## src/rtl/grayscale_pkg.sv

```systemverilog
// Shared definitions for the grayscale pixel pipeline: mode encodings and default weights.
package grayscale_pkg;

  typedef enum logic [1:0] {
    MODE_LUMA = 2'd0,
    MODE_AVG  = 2'd1,
    MODE_MAX  = 2'd2,
    MODE_RED  = 2'd3
  } mode_e;

  localparam int unsigned DEF_PIX_W  = 8;
  localparam int unsigned DEF_COEF_W = 4;
  localparam int unsigned DEF_FRAC   = 4;
  localparam int unsigned DEF_COEF_R = 5;
  localparam int unsigned DEF_COEF_G = 9;
  localparam int unsigned DEF_COEF_B = 2;

endpackage

```

## src/rtl/grayscale_pipe_rgb_weight_sum.sv

```systemverilog
// Combinational per-mode term generation (feeds S1) and three-term adder (feeds S2).
module rgb_weight_sum
  import grayscale_pkg::*;
#(
  parameter int unsigned PIX_W  = DEF_PIX_W,
  parameter int unsigned COEF_W = DEF_COEF_W,
  parameter int unsigned COEF_R = DEF_COEF_R,
  parameter int unsigned COEF_G = DEF_COEF_G,
  parameter int unsigned COEF_B = DEF_COEF_B
) (
  input  logic [PIX_W-1:0]          r,
  input  logic [PIX_W-1:0]          g,
  input  logic [PIX_W-1:0]          b,
  input  mode_e                     mode,
  output logic [PIX_W+COEF_W-1:0]   t0,
  output logic [PIX_W+COEF_W-1:0]   t1,
  output logic [PIX_W+COEF_W-1:0]   t2,
  input  logic [PIX_W+COEF_W-1:0]   s_t0,
  input  logic [PIX_W+COEF_W-1:0]   s_t1,
  input  logic [PIX_W+COEF_W-1:0]   s_t2,
  output logic [PIX_W+COEF_W+1:0]   sum
);

  localparam int unsigned TERM_W = PIX_W + COEF_W;
  localparam int unsigned SUM_W  = TERM_W + 2;

  logic [PIX_W-1:0] mx;

  // Max/red modes place their value in t0 with t1=t2=0, so the adder passes it through.
  always_comb begin
    t0 = '0;
    t1 = '0;
    t2 = '0;
    mx = r;
    if (g > mx) mx = g;
    if (b > mx) mx = b;
    case (mode)
      MODE_LUMA: begin
        t0 = TERM_W'(r) * TERM_W'(COEF_R);
        t1 = TERM_W'(g) * TERM_W'(COEF_G);
        t2 = TERM_W'(b) * TERM_W'(COEF_B);
      end
      MODE_AVG: begin
        t0 = TERM_W'(r);
        t1 = TERM_W'(g) << 1;
        t2 = TERM_W'(b);
      end
      MODE_MAX: t0 = TERM_W'(mx);
      MODE_RED: t0 = TERM_W'(r);
      default:  t0 = '0;
    endcase
  end

  always_comb begin
    sum = SUM_W'(s_t0) + SUM_W'(s_t1) + SUM_W'(s_t2);
  end

endmodule

```

## src/rtl/grayscale_pipe.sv

```systemverilog
// Three-stage RGB-to-intensity pipeline with valid/ready handshake, rounding and saturation.
module grayscale_pipe
  import grayscale_pkg::*;
#(
  parameter int unsigned PIX_W  = 8,
  parameter int unsigned COEF_W = 4,
  parameter int unsigned FRAC   = 4,
  parameter int unsigned COEF_R = 5,
  parameter int unsigned COEF_G = 9,
  parameter int unsigned COEF_B = 2,
  parameter int unsigned ROUND  = 1,
  parameter int unsigned CNT_W  = 16
) (
  input  logic                 clk,
  input  logic                 rst,
  input  logic                 in_valid,
  output logic                 in_ready,
  input  logic [3*PIX_W-1:0]   in_data,
  input  logic [1:0]           in_mode,
  input  logic                 in_last,
  output logic                 out_valid,
  input  logic                 out_ready,
  output logic [PIX_W-1:0]     out_data,
  output logic                 out_last,
  output logic [CNT_W-1:0]     pix_cnt
);

  localparam int unsigned TERM_W = PIX_W + COEF_W;
  localparam int unsigned SUM_W  = TERM_W + 2;
  localparam int unsigned Y_W    = SUM_W + 1;

  localparam logic [Y_W-1:0] RND_LUMA = (ROUND != 0 && FRAC > 0) ? (Y_W'(1) << (FRAC - 1)) : '0;
  localparam logic [Y_W-1:0] RND_AVG  = (ROUND != 0) ? Y_W'(2) : '0;
  localparam logic [Y_W-1:0] MAX_V    = {{(Y_W-PIX_W){1'b0}}, {PIX_W{1'b1}}};

  if (ROUND == 1 && FRAC < 1) begin : g_bad_frac
    $error("grayscale_pipe: FRAC must be >= 1 when ROUND=1");
  end

  logic advance;

  logic              s1_valid, s2_valid;
  mode_e             s1_mode, s2_mode;
  logic              s1_last, s2_last;
  logic [TERM_W-1:0] s1_t0, s1_t1, s1_t2;
  logic [TERM_W-1:0] t0, t1, t2;
  logic [SUM_W-1:0]  sum, s2_sum;
  logic [Y_W-1:0]    y;
  logic [PIX_W-1:0]  y_sat;

  assign advance  = !out_valid || out_ready;
  assign in_ready = advance;

  rgb_weight_sum #(
    .PIX_W  (PIX_W),
    .COEF_W (COEF_W),
    .COEF_R (COEF_R),
    .COEF_G (COEF_G),
    .COEF_B (COEF_B)
  ) u_sum (
    .r    (in_data[PIX_W-1:0]),
    .g    (in_data[2*PIX_W-1:PIX_W]),
    .b    (in_data[3*PIX_W-1:2*PIX_W]),
    .mode (mode_e'(in_mode)),
    .t0   (t0),
    .t1   (t1),
    .t2   (t2),
    .s_t0 (s1_t0),
    .s_t1 (s1_t1),
    .s_t2 (s1_t2),
    .sum  (sum)
  );

  // S3 value before the output register; one spare bit absorbs the rounding carry.
  always_comb begin
    y = '0;
    case (s2_mode)
      MODE_LUMA: y = (Y_W'(s2_sum) + RND_LUMA) >> FRAC;
      MODE_AVG:  y = (Y_W'(s2_sum) + RND_AVG) >> 2;
      default:   y = Y_W'(s2_sum);
    endcase
    y_sat = (y > MAX_V) ? '1 : y[PIX_W-1:0];
  end

  always_ff @(posedge clk) begin
    if (rst) begin
      s1_valid  <= 1'b0;
      s1_mode   <= MODE_LUMA;
      s1_last   <= 1'b0;
      s1_t0     <= '0;
      s1_t1     <= '0;
      s1_t2     <= '0;
      s2_valid  <= 1'b0;
      s2_mode   <= MODE_LUMA;
      s2_last   <= 1'b0;
      s2_sum    <= '0;
      out_valid <= 1'b0;
      out_data  <= '0;
      out_last  <= 1'b0;
    end else if (advance) begin
      s1_valid  <= in_valid;
      s1_mode   <= mode_e'(in_mode);
      s1_last   <= in_last;
      s1_t0     <= t0;
      s1_t1     <= t1;
      s1_t2     <= t2;
      s2_valid  <= s1_valid;
      s2_mode   <= s1_mode;
      s2_last   <= s1_last;
      s2_sum    <= sum;
      out_valid <= s2_valid;
      out_data  <= y_sat;
      out_last  <= s2_last;
    end
  end

  always_ff @(posedge clk) begin
    if (rst) begin
      pix_cnt <= '0;
    end else if (out_valid && out_ready) begin
      pix_cnt <= pix_cnt + CNT_W'(1);
    end
  end

endmodule

```

## config.mk

```make
export PLATFORM = sky130hd
export DESIGN_NAME = grayscale_pipe
export DESIGN_NICKNAME = d
export VERILOG_FILES = /design/src/rtl/grayscale_pkg.sv /design/src/rtl/grayscale_pipe_rgb_weight_sum.sv /design/src/rtl/grayscale_pipe.sv
export SDC_FILE = /design/constraint.sdc
export NUM_CORES = 1
export LEC_CHECK = 0
export ABC_AREA = 1
export CAP_MARGIN = 20
export CORE_MARGIN = 3
export CORE_UTILIZATION = 45
export CTS_CLUSTER_SIZE = 25
export DETAILED_ROUTE_END_ITERATION = 16
export PLACE_DENSITY = 0.74
export SKIP_LAST_GASP = 1
export SLEW_MARGIN = 10
export SYNTH_ARGS = -nofsm -noshare
export SYNTH_HDL_FRONTEND = slang
export SYNTH_SLANG_ARGS = --single-unit
export TNS_END_PERCENT = 1
```

## constraint.sdc

```tcl
create_clock -name clk -period 10.17 [get_ports clk]
set_clock_uncertainty 0.1 [all_clocks]
set_input_delay 2.034 -clock clk [delete_from_list [all_inputs] [get_ports clk]]
set_output_delay 2.034 -clock clk [all_outputs]
set_load 0.1 [all_outputs]
```

==> results of run 1 <==
==> critical path: stages <==
cell	delay, ps
clkdlybuf4s50_1	520
nor2_4	50
buf_4	300
inv_1	120
buf_4	410
clkdlybuf4s50_1	1230
==> cell families after synthesis <==
kind of cell | count (synthesis) | share of synthesized area (%)
xor gates and xnor gates | 25 | 3.56
adders and majority gates | 65 | 13.7
AOI/OAI and AO/OA | 167 | 15.1
buffers and inverters | 157 | 9.90
DFF | 80 | 26.0
and+or+nand+nor | 441 | 31.7
==> power groups by stage <==
| stage | combinational (W) | clock (W) | sequential (W) |
|---|---|---|---|
| after global routing | 0.000316 | 0.000342 | 0.000359 |
| after detailed placement | 0.000279 | 0 | 0.000362 |
| after floorplan | 0.000171 | 0 | 0.000396 |
| after CTS | 0.000281 | 0.000328 | 0.000356 |
| after global placement | 0.000276 | 0 | 0.000362 |
| final | 0.000281 | 0.000324 | 0.000356 |
==> path summary, 6_finish.rpt <==
path,startpoint,end,slack [ps],depth (start not counted)
max,out_ready,in_ready,3370,6
min reg2reg,s1_t1[9],s1_t1[9],370,2
min,s1_t1[9],s1_t1[9],370,2
max reg2reg,s1_t0[0],s2_sum[11],7090,16
==> stage by stage <==
stage	worst slack [ps]	util (%)	hold WS (ps)	cell area [um2]	std cells
after floorplan	4570	-	341	6150	935
after global placement	3370	51.7	353	6870	1148
after detailed placement	3350	51.7	358	6870	1148
after CTS	3340	53.9	376	7170	1164
after global routing	3230	53.9	401	7170	1164
final	3370	53.9	374	7170	1164
==> registers in the layout (all words and copies together) (netlist names) <==
| register | cells |
|---|---|
| s2_sum | 14 |
| out_last | 1 |
| out_valid | 1 |
| s1_t0 | 11 |
| s2_last | 1 |
| s1_last | 1 |
| s1_mode | 2 |
| s2_valid | 1 |
| pix_cnt | 16 |
| out_data | 8 |
| s1_valid | 1 |
| s1_t1 | 12 |
| s2_mode | 2 |
| s1_t2 | 9 |
==> routing by layer <==
layer  part of all wire (%)  vias up  GRT usage [%]
met5                      0        -              0
met4                    1.5        0           5.11
met3                    3.9       18           2.79
met2                     46      121           33.5
met1                     48     2731           28.3
li1                       -     3155              -
==> area by class of cell <==
cell class / instances / area share (%)
Multi-Input combinational cell: 698 / 55.1
Inverter: 133 / 6.97
Sequential cell: 80 / 22.4
Tap cell: 176 / 3.07
Clock inverter: 6 / 0.943
Clock buffer: 10 / 3.20
Timing Repair Buffer: 61 / 8.38
==> cell usage in the layout (no fill, tap or decap), types with 2 or more instances in the layout <==
cell             synthesis  routed
a21o_1                   2       2
o221ai_1                 3       3
o21bai_1                 4       4
nand4_1                 11      11
xnor2_1                 10      10
o21ai_0                 56      56
ha_1                    61      61
nor2_4                   4       5
inv_6                    0       2
clkinvlp_4               0       2
xor2_1                  15      15
o211ai_1                 8       8
fa_1                     4       4
nor2_2                  10       9
nand2_1                238     238
clkbuf_16                0       9
buf_4                    1       4
inv_1                  127     127
and2_1                   7       7
a31oi_1                 20      20
nand3_1                 64      64
a21oi_1                 64      64
nor2_1                  72      72
a221oi_1                 4       4
nor3_1                   9       9
dfxtp_1                 80      80
nor3b_1                  3       3
nand3_2                  4       4
o21ai_1                  3       3
nor3_2                   2       2
nand2_2                  7       7
nand3b_1                 6       6
inv_2                    6       6
clkdlybuf4s50_1          0      57
==> results.sh, run 1 <==
export IMPL_status="complete, no violations"
export IMPL_gp_congestion=0.936
export IMPL_postCtsResizedCells=0
export IMPL_hp_class="reg2reg"
export IMPL_p_per_area_nw_per_um2=134
export IMPL_vias_per_cell=5.18
export IMPL_cp_required_ps=8040
export IMPL_ioPinCount=58
export IMPL_synth_top_area_share_pct=26.0
export IMPL_dieArea_um2=15100
export IMPL_regArea_um2=1600
export IMPL_synthCells=935
export IMPL_die_h_um=123
export IMPL_port_buffers=57
export IMPL_ys_top_cells_by_area="dfxtp_1 (26%), nand2_1 (15%), ha_1 (12%)"
export IMPL_firstDrtPassIters=5
export IMPL_synth_most_common_cell="nand2_1"
export IMPL_setup_viol=0
export IMPL_multi_input_area_um2=3950
export IMPL_p_switching_w=0.000334
export IMPL_n_fill_cell=1334
export IMPL_clock_root_buffer="clkbuf_16"
export IMPL_power_internal_w=0.000627
export IMPL_diodes=0
export IMPL_fp_dieW_um=123
export IMPL_grt_overflow_total=0
export IMPL_clock_sinks=80
export IMPL_avgSynthCellArea_um2=6.58
export IMPL_syn_nets=1031
export IMPL_max_slew_margin_pct=34.4
export IMPL_hold_buffers=0
export IMPL_drtIter0Drc=428
export IMPL_synth_edff_count=0
export IMPL_grt_pass1_vias=5453
export IMPL_synth_top_cell_by_area="dfxtp_1"
export IMPL_nets=1079
export IMPL_postCtsSetupBuffers=0
export IMPL_drtAntennaViolNets=0
export IMPL_grt_use_total_pct=20.4
export IMPL_grt_pass1_wl_um=25300
export IMPL_start_util_pct=46.3
export IMPL_async_flop_share_pct=0
export IMPL_drv_cap=0
export IMPL_rsz0062_at_grt="no"
export IMPL_drcViolationCount=0
export IMPL_synth_main_ff_cell="dfxtp_1"
export IMPL_swShare_pct=34.8
export IMPL_clkPwrFrac_pct=33.7
export IMPL_clkLatencyLatePin_ps=340
export IMPL_tightest_slew_ps=978
export IMPL_cts_max_level=3
export IMPL_cp_max_fo=58
export IMPL_synth_distinct_cells=41
export IMPL_end_kind="output pin"
export IMPL_wirelength_um=14800
export IMPL_ys_ff_latch=80
export IMPL_irDropWorstVdd_mv=0.0975
export IMPL_arrival_ps=4670
export IMPL_drv_slew=0
export IMPL_seq_area_frac_synth_pct=26.0
export IMPL_layout_drive_gt1_share_pct=5.57
export IMPL_dr_total_vias=6025
export IMPL_area_growth_pct=16.4
export IMPL_fp_row_count=42
export IMPL_wl_per_cell_um=12.8
export IMPL_cp_start_kind="input port"
export IMPL_cts_buffers_inserted=9
export IMPL_max_freq_ghz=0.147
export IMPL_cts_tree="done"
export IMPL_hold_viol_final=0
export IMPL_netlist_area_um2=6150
export IMPL_yosysWarnings=0
export IMPL_power_leakage_nw=3.44
export IMPL_grt_max_degree=59
export IMPL_post_route_period_util_pct=66.9
export IMPL_place_detailed_hpwl_um=11200
export IMPL_antenna_found_initial=0
export IMPL_pwr_share_comb_pct=29.3
export IMPL_ys_top_cells_by_count="nand2_1 (238), inv_1 (127), dfxtp_1 (80)"
export IMPL_fin_setup_tns_ps=0
export IMPL_clkTransAtPathRegs_ps=60
export IMPL_core_area_um2=13300
export IMPL_cts_buffer_depth=2
export IMPL_p_seq_share_pct=37.0
export IMPL_period_minus_slack_ps=6800
export IMPL_power_total_w=0.000961
export IMPL_critPathKind="in2out"
No activity file was read; power rests on OpenSTA's default activity.
==> inputs of run 2 (changes only) <==
- PLACE_DENSITY: 0.74 -> 0.77
- clock period: 10.17 -> 5.45 ns (I/O delays scaled with it)
==> run 2 against run 1 <==
Against the previous run:
- power rose by 95%
- sequential power rose by 87%
- register-to-register slack worse by 4800 ps
- non-clock buffer count is the same
- clock-buffer cell count is 1 lower
==> results.sh, run 2 (synthesis results as in run 1) <==
export IMPL_n_fill_cell=1273
export IMPL_cp_start_kind="input port"
export IMPL_area_growth_pct=17.0
export IMPL_crit_top_cell="nand2_1"
export IMPL_cts_buffers_inserted=9
export IMPL_start_util_pct=46.3
export IMPL_hp_class="reg2reg"
export IMPL_final_common_cell="nand2_1"
export IMPL_cts_tree="done"
export IMPL_largest_register="pix_cnt"
export IMPL_multi_input_area_um2=3950
export IMPL_hold_viol_final=0
export IMPL_wl_per_cell_um=13.2
export IMPL_hold_buffers=0
export IMPL_core_area_um2=13300
export IMPL_fp_row_count=42
export IMPL_postCtsResizedCells=0
export IMPL_die_h_um=123
export IMPL_slowest_delay_ps=600
export IMPL_clkLatencyLatePin_ps=350
export IMPL_cts_max_level=3
export IMPL_wirelength_um=15400
export IMPL_crit_chain="clkdlybuf4s50_1 > inv_1 > ha_1 > nand2_1 > nor2_1 > nand4_1 > nand2_2 > nand2_1 > and2_1 > ha_1 > nand2_1 > nor2_1 > nand4_1 > nand2_1 > nand3_1 > a21oi_1 > nor2_1"
export IMPL_largest_reg_flops=16
export IMPL_power_leakage_nw=3.46
export IMPL_drtAntennaViolNets=0
export IMPL_grt_pass1_vias=5640
export IMPL_ioPinCount=58
export IMPL_status="complete, no violations"
export IMPL_layout_drive_gt1_share_pct=5.77
export IMPL_setup_viol=0
export IMPL_dr_total_vias=6111
export IMPL_critPathKind="in2reg"
export IMPL_arrival_ps=4680
export IMPL_mostFrequentLayoutCells="nand2_1 (238), inv_1 (127), dfxtp_1 (80)"
export IMPL_grt_pass1_wl_um=26400
export IMPL_final_core_util_pct=54.2
export IMPL_fin_ws_ps=914
export IMPL_tightest_slew_ps=981
export IMPL_grt_max_degree=58
export IMPL_end_kind="flop"
export IMPL_irDropWorstVdd_mv=0.157
export IMPL_postCtsSetupBuffers=0
export IMPL_drv_slew=0
export IMPL_drtIter0Drc=463
export IMPL_port_buffers=57
export IMPL_clock_root_buffer="clkbuf_16"
export IMPL_period_minus_slack_ps=4540
export IMPL_grt_use_total_pct=21.3
export IMPL_antenna_found_initial=0
export IMPL_fp_dieW_um=123
export IMPL_drv_cap=0
export IMPL_reg_largest_list="pix_cnt (16), s2_sum (14), s1_t1 (12)"
export IMPL_power_total_w=0.00188
export IMPL_rsz0062_at_grt="no"
export IMPL_vias_per_cell=5.25
export IMPL_clock_sinks=80
export IMPL_cts_buffer_depth=2
export IMPL_post_route_period_util_pct=83.2
export IMPL_gp_congestion=0.926
export IMPL_regArea_um2=1600
export IMPL_max_freq_ghz=0.220
export IMPL_fin_setup_tns_ps=0
export IMPL_place_detailed_hpwl_um=11800
export IMPL_firstDrtPassIters=5
export IMPL_slowest_stage="clkdlybuf4s50_1"
export IMPL_p_per_area_nw_per_um2=261
export IMPL_clkTransAtPathRegs_ps=70
export IMPL_place_ws_ps=631
export IMPL_drcViolationCount=0
export IMPL_cp_max_fo=9
export IMPL_grt_overflow_total=0
export IMPL_dieArea_um2=15100
export IMPL_max_slew_margin_pct=34.4
export IMPL_diodes=0
export IMPL_nets=1079
export IMPL_cp_required_ps=5590
## run 2: changes by cell type in the layout (fill, tap and decap cells not counted), sizes merged
cell	before	now
buf	4	5
clkinvlp	2	0
bufinv	1	2
inv	135	138
clkinv	1	0
clkdlybuf4s50	57	56
clkbuf	10	9
## run 2: area by class of cell
class	instances	share of cell area (%)
clock buffer	9	3.13
clock inverter	7	1.51
inverter	133	6.93
multi-input combinational	698	54.8
sequential	80	22.2
tap	176	3.06
timing repair buffer	61	8.31
## run 2: critical path, delay by kind of cell
| kind | cells | cell delay (ps) |
|---|---|---|
| and+or+nand+nor | 12 | 2120 |
| buffers and inverters | 2 | 710 |
| adders and majority gates | 2 | 600 |
| AOI/OAI and AO/OA | 1 | 160 |
## run 2: path summary, 6_finish.rpt
kind / end / slack (ps) / depth (start not counted) / start
worst min register to register: s1_t2[0] / 370 / 2 / s1_t2[0]
worst max-delay path: s1_t0[7] / 910 / 17 / in_data[7]
worst max register to register: s2_sum[11] / 2320 / 16 / s1_t0[0]
worst min-delay path: s1_t2[0] / 370 / 2 / s1_t2[0]
## run 2: metrics by stage
stage | area (um2) | instances | hold WS [ps]
after floorplan | 6150 | 935 | 341
after global placement | 6870 | 1148 | 351
after detailed placement | 6870 | 1148 | 362
after CTS | 7200 | 1164 | 374
after global routing | 7200 | 1164 | 397
final | 7200 | 1164 | 374
## run 2: layer usage
metal	wire [um]	up-vias	global-route usage (%)	share of wire, %
met5	0	-	0	0
li1	-	3161	-	-
met1	7240	2776	28.6	47
met4	322	0	6.58	2.1
met3	588	31	3.16	3.8
met2	7270	143	35.3	47
## run 2: power by group
part           switching (W)  internal (W)  total (W)  leakage [nW]
clock               0.000270      0.000413   0.000683         0.165
combinational       0.000343      0.000186   0.000530          2.64
sequential         0.0000383      0.000626   0.000664         0.656
total               0.000652       0.00123    0.00188          3.46
==> inputs of run 3 (changes only) <==
- clock period: 5.45 -> 4.05 ns (I/O delays scaled with it)
==> run 3 against run 2 <==
Against the previous run:
- register-to-register slack worse by 1300 ps
- power up 35%
- global-route usage down 0.098 points
==> results.sh, run 3 (synthesis results as in run 1) <==
export IMPL_status="complete, no violations"
export IMPL_rsz0062_at_grt="no"
export IMPL_p_seq_share_pct=35.2
export IMPL_gr_usage_met1_pct=27.6
export IMPL_fin_hold_ws_ps=368
export IMPL_fp_dieW_um=123
export IMPL_vias_per_cell=5.14
export IMPL_post_route_period_util_pct=93.0
export IMPL_stdcell_count=1186
export IMPL_grt_max_degree=58
export IMPL_multi_input_area_um2=3950
export IMPL_min_from="s1_t1[0]"
export IMPL_clock_sinks=80
export IMPL_postCtsResizedCells=0
export IMPL_nets=1101
export IMPL_n_fill_cell=1269
export IMPL_grt_met3_usage_pct=3.25
export IMPL_postCtsSetupBuffers=0
export IMPL_core_area_um2=13300
export IMPL_critPathKind="in2reg"
export IMPL_max_freq_ghz=0.265
export IMPL_clock_root_buffer="clkbuf_16"
export IMPL_cts_buffer_depth=2
export IMPL_hp_class="reg2reg"
export IMPL_regArea_um2=1600
export IMPL_layout_drive_gt1_share_pct=7.92
export IMPL_p_switching_w=0.000878
export IMPL_tightest_slew_ps=1010
export IMPL_wl_per_cell_um=12.9
export IMPL_gp_congestion=0.932
export IMPL_period_minus_slack_ps=3770
export IMPL_grt_pass1_wl_um=26100
export IMPL_drcViolationCount=0
export IMPL_port_buffers=57
export IMPL_cts_buffers_inserted=9
export IMPL_swShare_pct=34.5
export IMPL_clkPwrFrac_pct=36.2
export IMPL_drtAntennaViolNets=0
export IMPL_wirelength_um=15300
export IMPL_largest_register="pix_cnt"
export IMPL_use_met2_pct=36.4
export IMPL_placedCellCount=1170
export IMPL_hold_buffers=0
export IMPL_die_h_um=123
export IMPL_mostFrequentLayoutCells="nand2_1 (237), inv_1 (127), dfxtp_1 (80)"
export IMPL_dr_total_vias=6095
export IMPL_cts_max_level=3
export IMPL_dieArea_um2=15100
export IMPL_drv_slew=0
export IMPL_cp_start_kind="input port"
export IMPL_grt_busiest_layer="met2"
export IMPL_ioPinCount=58
export IMPL_cp_max_fo=9
export IMPL_end_kind="flop"
export IMPL_firstDrtPassIters=6
export IMPL_rr_startpoint="s1_t0[0]"
export IMPL_fp_row_count=42
export IMPL_crit_start="in_data[5]"
export IMPL_irDropWorstVdd_mv=0.219
export IMPL_cts_tree="done"
export IMPL_drtIter0Drc=381
export IMPL_clkLatencyLatePin_ps=340
export IMPL_cp_required_ps=4180
export IMPL_drv_cap=0
export IMPL_max_slew_margin_pct=32.3
export IMPL_antenna_found_initial=0
export IMPL_start_util_pct=46.3
export IMPL_clkTransAtPathRegs_ps=70
export IMPL_final_common_cell="nand2_1"
export IMPL_p_per_area_nw_per_um2=344
export IMPL_largest_reg_flops=16
export IMPL_place_detailed_hpwl_um=11600
export IMPL_power_internal_w=0.00166
export IMPL_grt_pass1_vias=5692
export IMPL_arrival_ps=3900
export IMPL_power_total_w=0.00254
export IMPL_pwr_share_comb_pct=28.6
export IMPL_grt_overflow_total=0
export IMPL_setup_viol=0
export IMPL_final_core_util_pct=55.5
export IMPL_power_leakage_nw=3.57
export IMPL_hold_viol_final=0
export IMPL_area_growth_pct=19.9
export IMPL_grt_use_total_pct=21.2
export IMPL_reg_largest_list="pix_cnt (16), s2_sum (14), s1_t1 (12)"
export IMPL_diodes=0
[run 3: path summary, 6_finish.rpt]
kind | endpoint | slack, ps | depth (start not counted)
min | s1_t1[0] | 370 | 2
min reg2reg | s1_t1[0] | 370 | 2
max | s1_t0[7] | 280 | 19
max reg2reg | s2_sum[11] | 980 | 16
[run 3: layer usage]
| layer | vias up | share of wire (%) |
|---|---|---|
| met5 | - | 0 |
| met4 | 0 | 2.0 |
| met3 | 28 | 4.5 |
| met2 | 158 | 48 |
| met1 | 2704 | 45 |
| li1 | 3205 | - |
[run 3: through the flow]
stage               instance area (um2)  setup WS [ps]  setup TNS (ps)
floorplan                          6150            609               0
global placement                   7040          -39.9           -47.0
detailed placement                 7040           -110            -378
CTS                                7380            254               0
global route                       7380           13.9               0
finish                             7380            283               0
[run 3: critical path, cell delays in order]
cell	delay, ps
clkdlybuf4s50_1	480
inv_1	50
ha_1	300
a21oi_1	130
nor2_1	50
nor3_1	230
nand2_2	180
nand2_2	190
nand2_1	90
and2_1	150
ha_1	290
a21oi_1	160
o21ai_0	90
nand2_1	70
nand3_1	80
nand2_1	230
nand3_1	130
a21oi_1	170
nor2_1	50
[run 3: final cells by class]
type	instances	area share, %
Sequential cell	80	21.7
Clock inverter	7	1.47
Clock buffer	9	3.05
Timing Repair Buffer	83	10.5
Inverter	133	6.76
Multi-Input combinational cell	698	53.5
Tap cell	176	2.98
[run 3: power by group through the flow]
stage	combinational [W]	sequential [W]	clock, W
after global placement	0.000717	0.000910	0
after CTS	0.000727	0.000893	0.000931
after floorplan	0.000429	0.000995	0
final	0.000727	0.000894	0.000921
after global routing	0.000823	0.000901	0.000962
after detailed placement	0.000722	0.000910	0
